### src/rtl/vm_pkg.sv
// Shared types, prices, coin set and helpers for the vending controller.
// Pure definitions: no latency, no backpressure.
package vm_pkg;

   typedef enum logic [1:0] {
      IDLE    = 2'd0,
      COLLECT = 2'd1,
      DELIVER = 2'd2,
      CHANGE  = 2'd3
   } vm_state_e;

   typedef enum logic [1:0] {
      BEV_NONE  = 2'd0,
      BEV_WATER = 2'd1,
      BEV_SODA  = 2'd2,
      BEV_JUICE = 2'd3
   } vm_bev_e;

   localparam logic [1:0] BTN_WATER  = 2'd0;
   localparam logic [1:0] BTN_SODA   = 2'd1;
   localparam logic [1:0] BTN_JUICE  = 2'd2;
   localparam logic [1:0] BTN_CANCEL = 2'd3;

   localparam logic [7:0] PRICE_WATER = 8'd30;
   localparam logic [7:0] PRICE_SODA  = 8'd50;
   localparam logic [7:0] PRICE_JUICE = 8'd80;
   localparam logic [7:0] MAX_CREDIT  = 8'd250;

   localparam int DELIVER_CYCLES = 4;
   localparam int TIMEOUT_CYCLES = 64;

   localparam logic [7:0] COIN_10  = 8'd10;
   localparam logic [7:0] COIN_20  = 8'd20;
   localparam logic [7:0] COIN_50  = 8'd50;
   localparam logic [7:0] COIN_100 = 8'd100;
   localparam logic [7:0] COIN_200 = 8'd200;

   function automatic logic is_valid_coin(input logic [7:0] coin);
      return (coin == COIN_10) || (coin == COIN_20) || (coin == COIN_50) ||
             (coin == COIN_100) || (coin == COIN_200);
   endfunction

   // Cancel has no price; callers must screen it out before using this.
   function automatic logic [7:0] price_of(input logic [1:0] btn);
      case (btn)
         BTN_WATER: return PRICE_WATER;
         BTN_SODA:  return PRICE_SODA;
         default:   return PRICE_JUICE;
      endcase
   endfunction

endpackage

### src/rtl/vm_cycle_timer.sv
// Loadable down-counter; done is high in the last enabled cycle (count == 1).
// Load wins over counting; no backpressure, the owner decides when to enable.
module vm_cycle_timer #(
   parameter int W = 3
) (
   input  logic         clk,
   input  logic         rst,
   input  logic         load,
   input  logic [W-1:0] load_val,
   input  logic         en,
   output logic         done
);

   logic [W-1:0] cnt;

   always_ff @(posedge clk or negedge rst) begin
      if (!rst) begin
         cnt <= '0;
      end else if (load) begin
         cnt <= load_val;
      end else if (en && (cnt != '0)) begin
         cnt <= cnt - W'(1);
      end
   end

   assign done = en && (cnt == W'(1));

endmodule

### src/rtl/vending_machine_ctrl.sv
// Coin-credit vending FSM: button -> beverage_out in 1 cycle, change_out DELIVER_CYCLES+1 later.
// Inputs are dropped outside IDLE/COLLECT; optional COLLECT timeout refund via VM_TIMEOUT_EN.
module vending_machine_ctrl
   import vm_pkg::*;
(
   input  logic       clk,
   input  logic       rst,
   input  logic [7:0] coin_in,
   input  logic       button_valid,
   input  logic [1:0] button_in,
   output logic [7:0] change_out,
   output logic [1:0] beverage_out,
   output logic [7:0] credit,
   output logic [1:0] state
);

   localparam int DLV_W = $clog2(DELIVER_CYCLES + 1);

   vm_state_e  state_q, state_d;
   vm_bev_e    bev_q, bev_d;
   logic [7:0] credit_q, credit_d;
   logic [7:0] change_q, change_d;
   logic [8:0] sum9;
   logic       coin_ok;
   logic       dlv_load, dlv_done;
   logic       tmo_done;

   assign sum9    = {1'b0, credit_q} + {1'b0, coin_in};
   assign coin_ok = is_valid_coin(coin_in) && (sum9 <= {1'b0, MAX_CREDIT});

   assign dlv_load = (state_q == COLLECT) && (state_d == DELIVER);

   vm_cycle_timer #(.W(DLV_W)) u_dlv_timer (
      .clk      (clk),
      .rst      (rst),
      .load     (dlv_load),
      .load_val (DLV_W'(DELIVER_CYCLES)),
      .en       (state_q == DELIVER),
      .done     (dlv_done)
   );

`ifdef VM_TIMEOUT_EN
   localparam int TMO_W = $clog2(TIMEOUT_CYCLES + 1);
   logic tmo_load, tmo_en;

   // Any strobe or accepted coin restarts the idle window.
   assign tmo_load = ((state_q == IDLE) && coin_ok) ||
                     ((state_q == COLLECT) && (button_valid || coin_ok));
   assign tmo_en   = (state_q == COLLECT) && !button_valid && !coin_ok;

   vm_cycle_timer #(.W(TMO_W)) u_tmo_timer (
      .clk      (clk),
      .rst      (rst),
      .load     (tmo_load),
      .load_val (TMO_W'(TIMEOUT_CYCLES)),
      .en       (tmo_en),
      .done     (tmo_done)
   );
`else
   assign tmo_done = 1'b0;
`endif

   always_ff @(posedge clk or negedge rst) begin
      if (!rst) begin
         state_q  <= IDLE;
         credit_q <= '0;
         change_q <= '0;
         bev_q    <= BEV_NONE;
      end else begin
         state_q  <= state_d;
         credit_q <= credit_d;
         change_q <= change_d;
         bev_q    <= bev_d;
      end
   end

   always_comb begin
      state_d  = state_q;
      credit_d = credit_q;
      change_d = '0;
      bev_d    = BEV_NONE;
      case (state_q)
         IDLE: begin
            if (coin_ok) begin
               state_d  = COLLECT;
               credit_d = sum9[7:0];
            end
         end
         COLLECT: begin
            // Buttons see pre-coin credit; a coin only lands if we stay here.
            if (button_valid && (button_in == BTN_CANCEL)) begin
               state_d  = CHANGE;
               change_d = credit_q;
               credit_d = '0;
            end else if (button_valid && (credit_q >= price_of(button_in))) begin
               state_d  = DELIVER;
               credit_d = credit_q - price_of(button_in);
               bev_d    = vm_bev_e'(button_in + 2'd1);
            end else if (coin_ok) begin
               credit_d = sum9[7:0];
            end else if (tmo_done) begin
               state_d  = CHANGE;
               change_d = credit_q;
               credit_d = '0;
            end
         end
         DELIVER: begin
            if (dlv_done) begin
               state_d  = CHANGE;
               change_d = credit_q;
               credit_d = '0;
            end else begin
               bev_d = bev_q;
            end
         end
         default: begin
            state_d = IDLE;
         end
      endcase
   end

   assign change_out   = change_q;
   assign beverage_out = bev_q;
   assign credit       = credit_q;
   assign state        = state_q;

endmodule

### config.mk
export PLATFORM = sky130hd
export DESIGN_NAME = vending_machine_ctrl
export DESIGN_NICKNAME = d
export VERILOG_FILES = /design/src/rtl/vm_pkg.sv /design/src/rtl/vm_cycle_timer.sv /design/src/rtl/vending_machine_ctrl.sv
export SDC_FILE = /design/constraint.sdc
export NUM_CORES = 1
export LEC_CHECK = 0
export ABC_AREA = 1
export BUFFER_PORTS_ARGS = -buffer_cell sky130_fd_sc_hd__buf_2
export CAP_MARGIN = 20
export CORE_ASPECT_RATIO = 1.2
export CORE_MARGIN = 2
export CORE_UTILIZATION = 35
export DETAILED_ROUTE_END_ITERATION = 16
export PLACE_DENSITY = 0.53
export SLEW_MARGIN = 15
export SYNTH_ARGS = -nofsm -noshare
export SYNTH_HDL_FRONTEND = slang
export SYNTH_SLANG_ARGS = --single-unit
### constraint.sdc
create_clock -name clk -period 3 [get_ports clk]
set_input_delay 0.45 -clock clk [delete_from_list [all_inputs] [get_ports clk]]
set_output_delay 0.45 -clock clk [all_outputs]
set_load 0.02 [all_outputs]
Word level (Yosys, flattened, before mapping) --
Index checks and enable logic that the tools add are counted.
Operators by class: shifts and indexed selects 0, $lt $le $gt $ge 2, muxes and demuxes 25, add/subtract/negate cells 4, $mul 0, equality and inequality tests 12, bitwise logic cells 0, reductions and logical operators 16, divide/modulo/power cells 0
Operator list (number):
- $mux 8 | 11
- $pmux 8 s3 | 1
- $pmux 8 s2 | 1
- $mux 2 | 7
- $pmux 7 s2 | 1
- $add 8x8->9 | 1
- $le 9x8->1 const B | 1
- $eq 8x4->1 const B | 1
- $eq 8x5->1 const B | 1
- $eq 8x6->1 const B | 1
- $eq 8x7->1 const B | 1
- $eq 8x8->1 const B | 1
- $ge 8x8->1 | 1
- $sub 8x8->8 | 1
- $eq 2x2->1 const B | 3
- $logic_and 1x1->1 | 6
- $mux 3 | 2
- $pmux 2 s3 | 1
- $reduce_bool 3->1 | 2
- $eq 2x1->1 const B | 2
- $logic_not 2->1 | 2
- $logic_or 1x1->1 | 4
- $pmux 2 s2 | 1
- $eq 3x1->1 const B | 1
- 5 further kinds | 5
Storage, ports and cells: logic and storage cells 64, register bits after elaboration 23, output and inout bits 20, ROM bits 0, latch bits 0, memories 0, RAM bits 0

Depth between registers and ports, before layout --
Gate-level depths: netlist of the first run.
word-level depth 13, mapped depth 18, mapped depth without buffers 18

Cells and area by module --
From an unflattened synthesis of the first run, not the netlist that was laid out.
Second synthesis, totals: cells, all modules 322, area, all modules 2140.8 sq um
By module, submodules not included:
- vending_machine_ctrl | times used 1, cells an instance 292, seq. area each 500.5 sq um, area an instance 1928.1 sq um
- vm_cycle_timer | times used 1, cells an instance 30, seq. area each 75.1 sq um, area an instance 212.7 sq um

Least setup slack after synthesis of the first run --
No wires, ideal clock.
path type input-to-reg, start in button_in[1], end reg credit_q[2], in the netlist credit[2], setup slack 683 ps, data required time 2883 ps, setup time 117 ps, stages 14, data arrival time 2200 ps, buffers on the path 0, cells stage by stage inv_1 -> ha_1 -> or2_2 -> ha_1 -> inv_1 -> nor2_1 -> o21ai_1 -> nand2_1 -> nand2_2 -> nor2_4 -> inv_4 -> or2_0 -> nand3_1 -> nand2_1
On the way: longest elaborated chain between the ends 9, elaborated cells on any way between the ends 16
RTL lines:
- from (decl) | line vending_machine_ctrl.sv:10 | input logic [1:0] button_in,
- $eq 2x1->1 or $logic_not 2->1 (tied branches) | line vm_pkg.sv:45 | case (btn)
- $pmux 7 s2 | line vm_pkg.sv:45
- $mux 8 (on tied branches) | line vending_machine_ctrl.sv:95, vending_machine_ctrl.sv:91
- $mux 8 (on tied branches) | line vending_machine_ctrl.sv:91, vending_machine_ctrl.sv:82
- $mux 8 or $ge 8x8->1 (tied branches) | line vending_machine_ctrl.sv:82, vending_machine_ctrl.sv:95
- $sub 8x8->8 or $logic_and 1x1->1 (tied branches) | line vending_machine_ctrl.sv:97, vending_machine_ctrl.sv:95
- $mux 8 | line vending_machine_ctrl.sv:95 | end else if (button_valid && (credit_q >= price_of(button_in))) begin
- $mux 8 * | line vending_machine_ctrl.sv:91 | if (button_valid && (button_in == BTN_CANCEL)) begin
- $pmux 8 s3 * | line vending_machine_ctrl.sv:82 | case (state_q)
- to (signal assigned) | line vending_machine_ctrl.sv:71 | credit_q <= credit_d;
- to (decl) | line vending_machine_ctrl.sv:21 | logic [7:0] credit_q, credit_d;
Every way passes the cells marked *; elsewhere a longest branch is shown, timed or not. The select of a mux whose other input is x is not followed. A chain may end at the register's enable or synchronous reset.

Worst setup path after layout of the first run --
start reg credit_q[1], in the netlist credit[1], end reg u_dlv_timer.cnt[1]
On the way: longest elaborated chain between the ends 8, elaborated cells on any way between the ends 13
RTL lines:
- $add 8x8->9 or $ge 8x8->1 (tied branches) | line vending_machine_ctrl.sv:28, vending_machine_ctrl.sv:95
- $le 9x8->1 or $logic_and 1x1->1 (tied branches) | line vending_machine_ctrl.sv:29, vending_machine_ctrl.sv:95
- $logic_and 1x1->1 or $mux 2 (tied branches) | line vending_machine_ctrl.sv:29, vending_machine_ctrl.sv:95
- $mux 2 (on tied branches) | line vending_machine_ctrl.sv:84, vending_machine_ctrl.sv:91
- $pmux 2 s3 * | line vending_machine_ctrl.sv:82
- $eq 2x2->1 * | line vending_machine_ctrl.sv:31 | assign dlv_load = (state_q == COLLECT) && (state_d == DELIVER);
- $logic_and 1x1->1 * | line vending_machine_ctrl.sv:31
- $mux 3 or $reduce_bool 2->1 (tied branches)
- to (signal assigned) | line vm_cycle_timer.sv:20 | cnt <= load_val;
- to (signal assigned) | line vm_cycle_timer.sv:22 | cnt <= cnt - W'(1);
- to (decl) | line vm_cycle_timer.sv:14 | logic [W-1:0] cnt;
Every way passes the cells marked *; elsewhere a longest branch is shown, timed or not.

==> impl_metrics.ini, run 1 <==
[status]
status = finished clean

[layout]
drive_gt1_frac = 0.158
final_cell_mix = nand2_1 (82), inv_1 (51), buf_2 (32), nor2_1 (31), ha_1 (25)
nFillCells = 602
antennaDiodeCount = 0
finalNetCount = 383
mostFrequentLayoutCell = nand2_1
final_cells = 422
area_growth_pct = 16.1

[floorplan]
core_sq_um = 5670
initial_utilization = 0.364
fp.dieW_um = 74.1
die_y_um = 88.1
fp.dieArea_sq_um = 6530
pin_count = 33
core.rowCount = 30

[clocking]
cts.repair.resized = 0
hold_buffers = 0
h-tree-depth = 1
postCtsSetupRepairBufs = 0
cts_buffers = 3
worst_skew_pair.late_latency_ns = 0.26
cts_root_buf = clkbuf_8
cts_tree = done
clkTransAtPathRegs_ns = 0.08
cts_buffer_depth = 2
cts.sinks = 23

[power_and_ir_drop]
clockPowerShare = 0.089
switching_power_uw = 1140
swShare = 0.530
internal_power_uw = 1010
p_comb_frac = 0.682
power_density_nw_per_um2 = 896
ir_drop_v = 0.000480
leakage_uw = 0.00140
power_frac_seq = 0.229

[worst_setup_path]
cpPeakStageDelay_ns = 0.45
crit_path_end_kind = flop
crit_path_start_kind = flop
cp_common_cell = nand2_1
r2r_slack_ns = 0.49
path_class = flop to flop
startpoint = credit[1]
crit_slowest_cell = dfrtp_1
cp_max_fo = 13
r2r-start = credit[1]
arrival_ns = 2.67
crit_chain = inv_1 -> fa_1 -> inv_1 -> nand2_1 -> nand2_1 -> nand3_1 -> nand2_1 -> nand3_1 -> nor2_1 -> nand2_1 -> nand2_2 -> nand2_1 -> nand2_1 -> nand2_1 -> nor2_1 -> nor2_1
required_ns = 3.16

[sta]
setup_tns_ns = 0
slew_viol_final = 0
report.final.setup_viol = 0
hold_viol = 0
period_needed_ns = 2.51
clock_skew_ns = 0.00576
relSlewSlack = 0.664
worstMarginPinSlew_ns = 0.504
fmax_mhz = 398
rsz0062_at_grt = false
min_period_over_period = 0.838

[route]
drtPass1Iterations = 4
initialDrtViolationCount = 110
totalWireLength_mm = 5.45
num_vias = 1994
drt-vias-per-instance = 4.73
ant_nets = 0
wl_per_cell_um = 12.9
drc = 0

[global_route]
grt_max_degree = 24
grt_pass1_wl_mm = 8.97
grt_usage = 0.180
antenna_found_initial = 0
grt_pass1_vias = 1942
grt_overflow = 0

[logic_synthesis]
synthesis.nets = 342
ys_seq_area_frac = 0.279
synth-seq-cells = 23
netlist-cell-type-count = 28
ys_warn_count = 0
netlist_area_sq_um = 2060
synthCells = 302
avgSynthCellArea_sq_um = 6.84

[flow_run]
maxCapViolCount = 0

[worst_hold_path]
hold_path_class = primary input to async pin

[placed_design]
io_buffers = 32
gp_congestion = 0.952
dp_cells = 418
hpwl_mm = 4.48
[registers in the layout, indices dropped and copies added, names as in the netlist]
register / flops
change_out: 8
credit: 8
u_dlv_timer.cnt: 3
beverage_out: 2
state: 2
[synthesized netlist by cell type]
library cell,number,area share
inv_4,1,0.0030
nand2_1,82,0.15
nor3_1,2,0.0048
ha_1,25,0.15
xnor2_1,1,0.0042
o21ai_2,1,0.0042
fa_1,2,0.019
inv_1,51,0.093
buf_6,1,0.0055
a21boi_0,2,0.0073
inv_2,2,0.0036
o22ai_1,3,0.0091
a31oi_1,2,0.0061
nand3_1,22,0.053
nand4_1,1,0.0030
or2_2,1,0.0030
nor2_4,2,0.011
nor2_1,31,0.056
or2_0,1,0.0030
dfrtp_1,23,0.28
nor2_2,1,0.0030
a21o_1,1,0.0036
a21oi_1,14,0.034
nand2_2,5,0.015
xor2_1,6,0.025
o21ai_1,9,0.022
nand3b_1,3,0.011
o21ai_0,7,0.017
[area by class of cell]
class | instances | area [sq um] | share of cell area
Clock buffer | 3 | 41.3 | 0.0172
Clock inverter | 1 | 5.00 | 0.00209
Inverter | 54 | 205 | 0.0856
Multi-Input combinational cell | 224 | 1270 | 0.531
Sequential cell | 23 | 576 | 0.240
Tap cell | 80 | 100 | 0.0418
Timing Repair Buffer | 37 | 198 | 0.0825
[critical path, delay by kind of cell (launching register included)]
family	cells	cell delay [ns]
DFF	1	0.45
adders and majority gates	1	0.45
buffers and inverters	2	0.28
and+or+nand+nor	13	1.24
[layer usage]
metal  up-vias  GRT usage  wire [um]
met5         -          0          0
met4         0     0.0777        231
met3        17     0.0288        306
met2        56      0.324       2750
met1       888      0.207       2160
li1       1033          -          -
[stage by stage]
step	setup slack [ns]	hold WS, ns	total power, uW	utilization	instance area (sq um)
finish	0.487	0.143	2150	0.423	2400
global route	0.146	0.199	2390	0.423	2400
CTS	0.503	0.169	2170	0.423	2400
detailed placement	0.314	0.462	1970	0.415	2350
global placement	0.325	0.467	1970	0.415	2350
floorplan	0.683	0.154	1530	-	2060
[kinds of logic (layout without fill, tap and decap cells)]
family / Yosys count / in the layout / synth area share
simple gates: 151 / 151 / 0.313
compound gates: 39 / 39 / 0.103
xor+xnor: 7 / 7 / 0.0297
flops: 23 / 23 / 0.279
buf+inv: 55 / 95 / 0.105
fa+ha+maj: 27 / 27 / 0.171
[final timing paths]
check,endpoint,cells after the start
max in group asynchronous,change_out[5],1
max reg2reg,u_dlv_timer.cnt[1],16
min reg2reg,beverage_out[0],2
min in group clk,beverage_out[0],2
max,u_dlv_timer.cnt[1],16
min,credit[0],1
[power groups by stage]
stage / Combinational [uW] / Clock (uW) / Sequential, uW
2_1_floorplan: 966 / 0 / 561
3_3_place_gp: 1470 / 0 / 502
3_5_place_dp: 1460 / 0 / 502
4_1_cts: 1470 / 200 / 496
5_1_grt: 1670 / 211 / 508
6_report: 1460 / 191 / 492
No activity file was read; power rests on OpenSTA's default activity.
==> inputs of run 2 (changes only) <==
Settings changed: PLACE_DENSITY 0.53 to 0.55.
Clock period 3 ns to 2.2 ns, I/O delays scaled along.
==> impl_metrics.ini, run 2 (synthesis results as in run 1) <==
[global_route]
grt_max_degree = 24
grt_overflow = 0
antenna_found_initial = 0
grt_pass1_wl_mm = 9.71
grt_usage = 0.195
grt_pass1_vias = 2189

[layout]
area_growth_pct = 42.2
finalNetCount = 429
mostFrequentLayoutCell = nand2_1
drive_gt1_frac = 0.363
antennaDiodeCount = 0
final_cell_mix = nand2_1 (70), buf_4 (49), inv_1 (47), buf_2 (32), nor2_1 (27)
final_util = 0.518
postLayoutCellArea_sq_um = 2940

[clocking]
h-tree-depth = 1
cts_buffer_depth = 2
cts_tree = done
worst_skew_pair.late_latency_ns = 0.28
clkTransAtPathRegs_ns = 0.09
cts_buffers = 3
cts_root_buf = clkbuf_8
cts.sinks = 23
hold_buffers = 0

[power_and_ir_drop]
leakage_uw = 0.00165
ir_drop_v = 0.000566
power_density_nw_per_um2 = 1280

[worst_setup_path]
path_class = flop to flop
required_ns = 2.37
r2r-start = credit[0]
r2r_cells = 12
arrival_ns = 2.39
rr_endpoint = credit[7]
crit_path_end_kind = flop
cp_max_fo = 6
r2r_slack_ns = -0.02
crit_path_start_kind = flop

[route]
initialDrtViolationCount = 73
drtPass1Iterations = 4
wl_met3_um = 199
drc = 0
drt-vias-per-instance = 4.66
totalWireLength_mm = 5.98
wl_per_cell_um = 12.8
wl_met2_mm = 3.17
num_vias = 2183
top_layer = met4
wl_met1_mm = 2.36
ant_nets = 0

[sta]
rsz0062_at_grt = true
worst_slack_ns = -0.0218
worstMarginPinSlew_ns = 0.533
min_period_over_period = 1.01
slew_viol_final = 0
clock_skew_ns = 0.00610
hold_slack_ns = 0.0145
hold_viol = 0
relSlewSlack = 0.644
report.final.setup_viol = 1
fmax_mhz = 450
period_needed_ns = 2.22

[floorplan]
fp.dieArea_sq_um = 6530
die_y_um = 88.1
core_sq_um = 5670
pin_count = 33
core.rowCount = 30
fp.dieW_um = 74.1
initial_utilization = 0.364

[placed_design]
io_buffers = 32
hpwl_mm = 4.63
placedInstanceArea_sq_um = 2640
gp_congestion = 0.874

[status]
status = finished, violations left
violations = negative setup slack

[flow_run]
maxCapViolCount = 0

[worst_hold_path]
hold_path_class = primary input to async pin
-- run 2: final cells by class --
type	instances	area (sq um)
sequential	23	577
clock buffer	3	41.3
tap	80	100
timing repair buffer	83	551
fill	564	2730
inverter	54	205
clock inverter	1	5.00
multi-input combinational	224	1460
-- run 2: routing by layer --
layer,up-vias,GRT usage
met5,-,0
met4,0,0.0975
met3,17,0.0230
met2,46,0.358
met1,996,0.219
li1,1124,-
-- run 2: worst max path at each step --
stage / start / endpoint / slack, ns / depth (start not counted)
final: credit[0] / credit[7] / -0.02 / 12
after global routing: credit[0] / u_dlv_timer.cnt[1] / -0.14 / 17
after CTS: credit[0] / credit[7] / -0.008 / 16
after detailed placement: button_in[1] / credit[2] / -0.37 / 15
after global placement: button_in[1] / credit[2] / -0.35 / 15
after floorplan: button_in[1] / credit[2] / 0.003 / 14
-- run 2: critical path: stages (launching register included) --
cell     delay (ns)
dfrtp_2        0.44
ha_4           0.17
inv_2          0.04
fa_2           0.45
o21ai_2        0.16
nand3_2        0.10
nor2_2         0.12
nand2_2        0.07
nand2_4        0.11
buf_6          0.13
o21ai_2        0.07
o21ai_2        0.15
nand2_1        0.08
-- run 2: what timing repair did --
item | CTS | global route
setup endpoints to repair | 13 | 13
hold endpoints to repair | 0 | 0
pin swaps | 13 | 20
gates resized for setup | 22 | 32
buffers inserted | 6 | 2
-- run 2: through the flow --
stage	setup TNS, ns	cells	setup WS [ns]	total power, uW
finish	-0.0218	468	-0.0218	3750
global route	-0.966	468	-0.138	4120
CTS	-0.00778	466	-0.00778	3500
detailed placement	-3.24	456	-0.372	3040
global placement	-2.80	456	-0.346	3040
floorplan	0	302	0.00283	2080
-- run 2: where the power goes --
part / switching (uW) / leakage, uW / internal, uW
registers: 97.9 / 0.000306 / 538
logic: 1580 / 0.00132 / 1240
clock network: 157 / 0.0000255 / 127
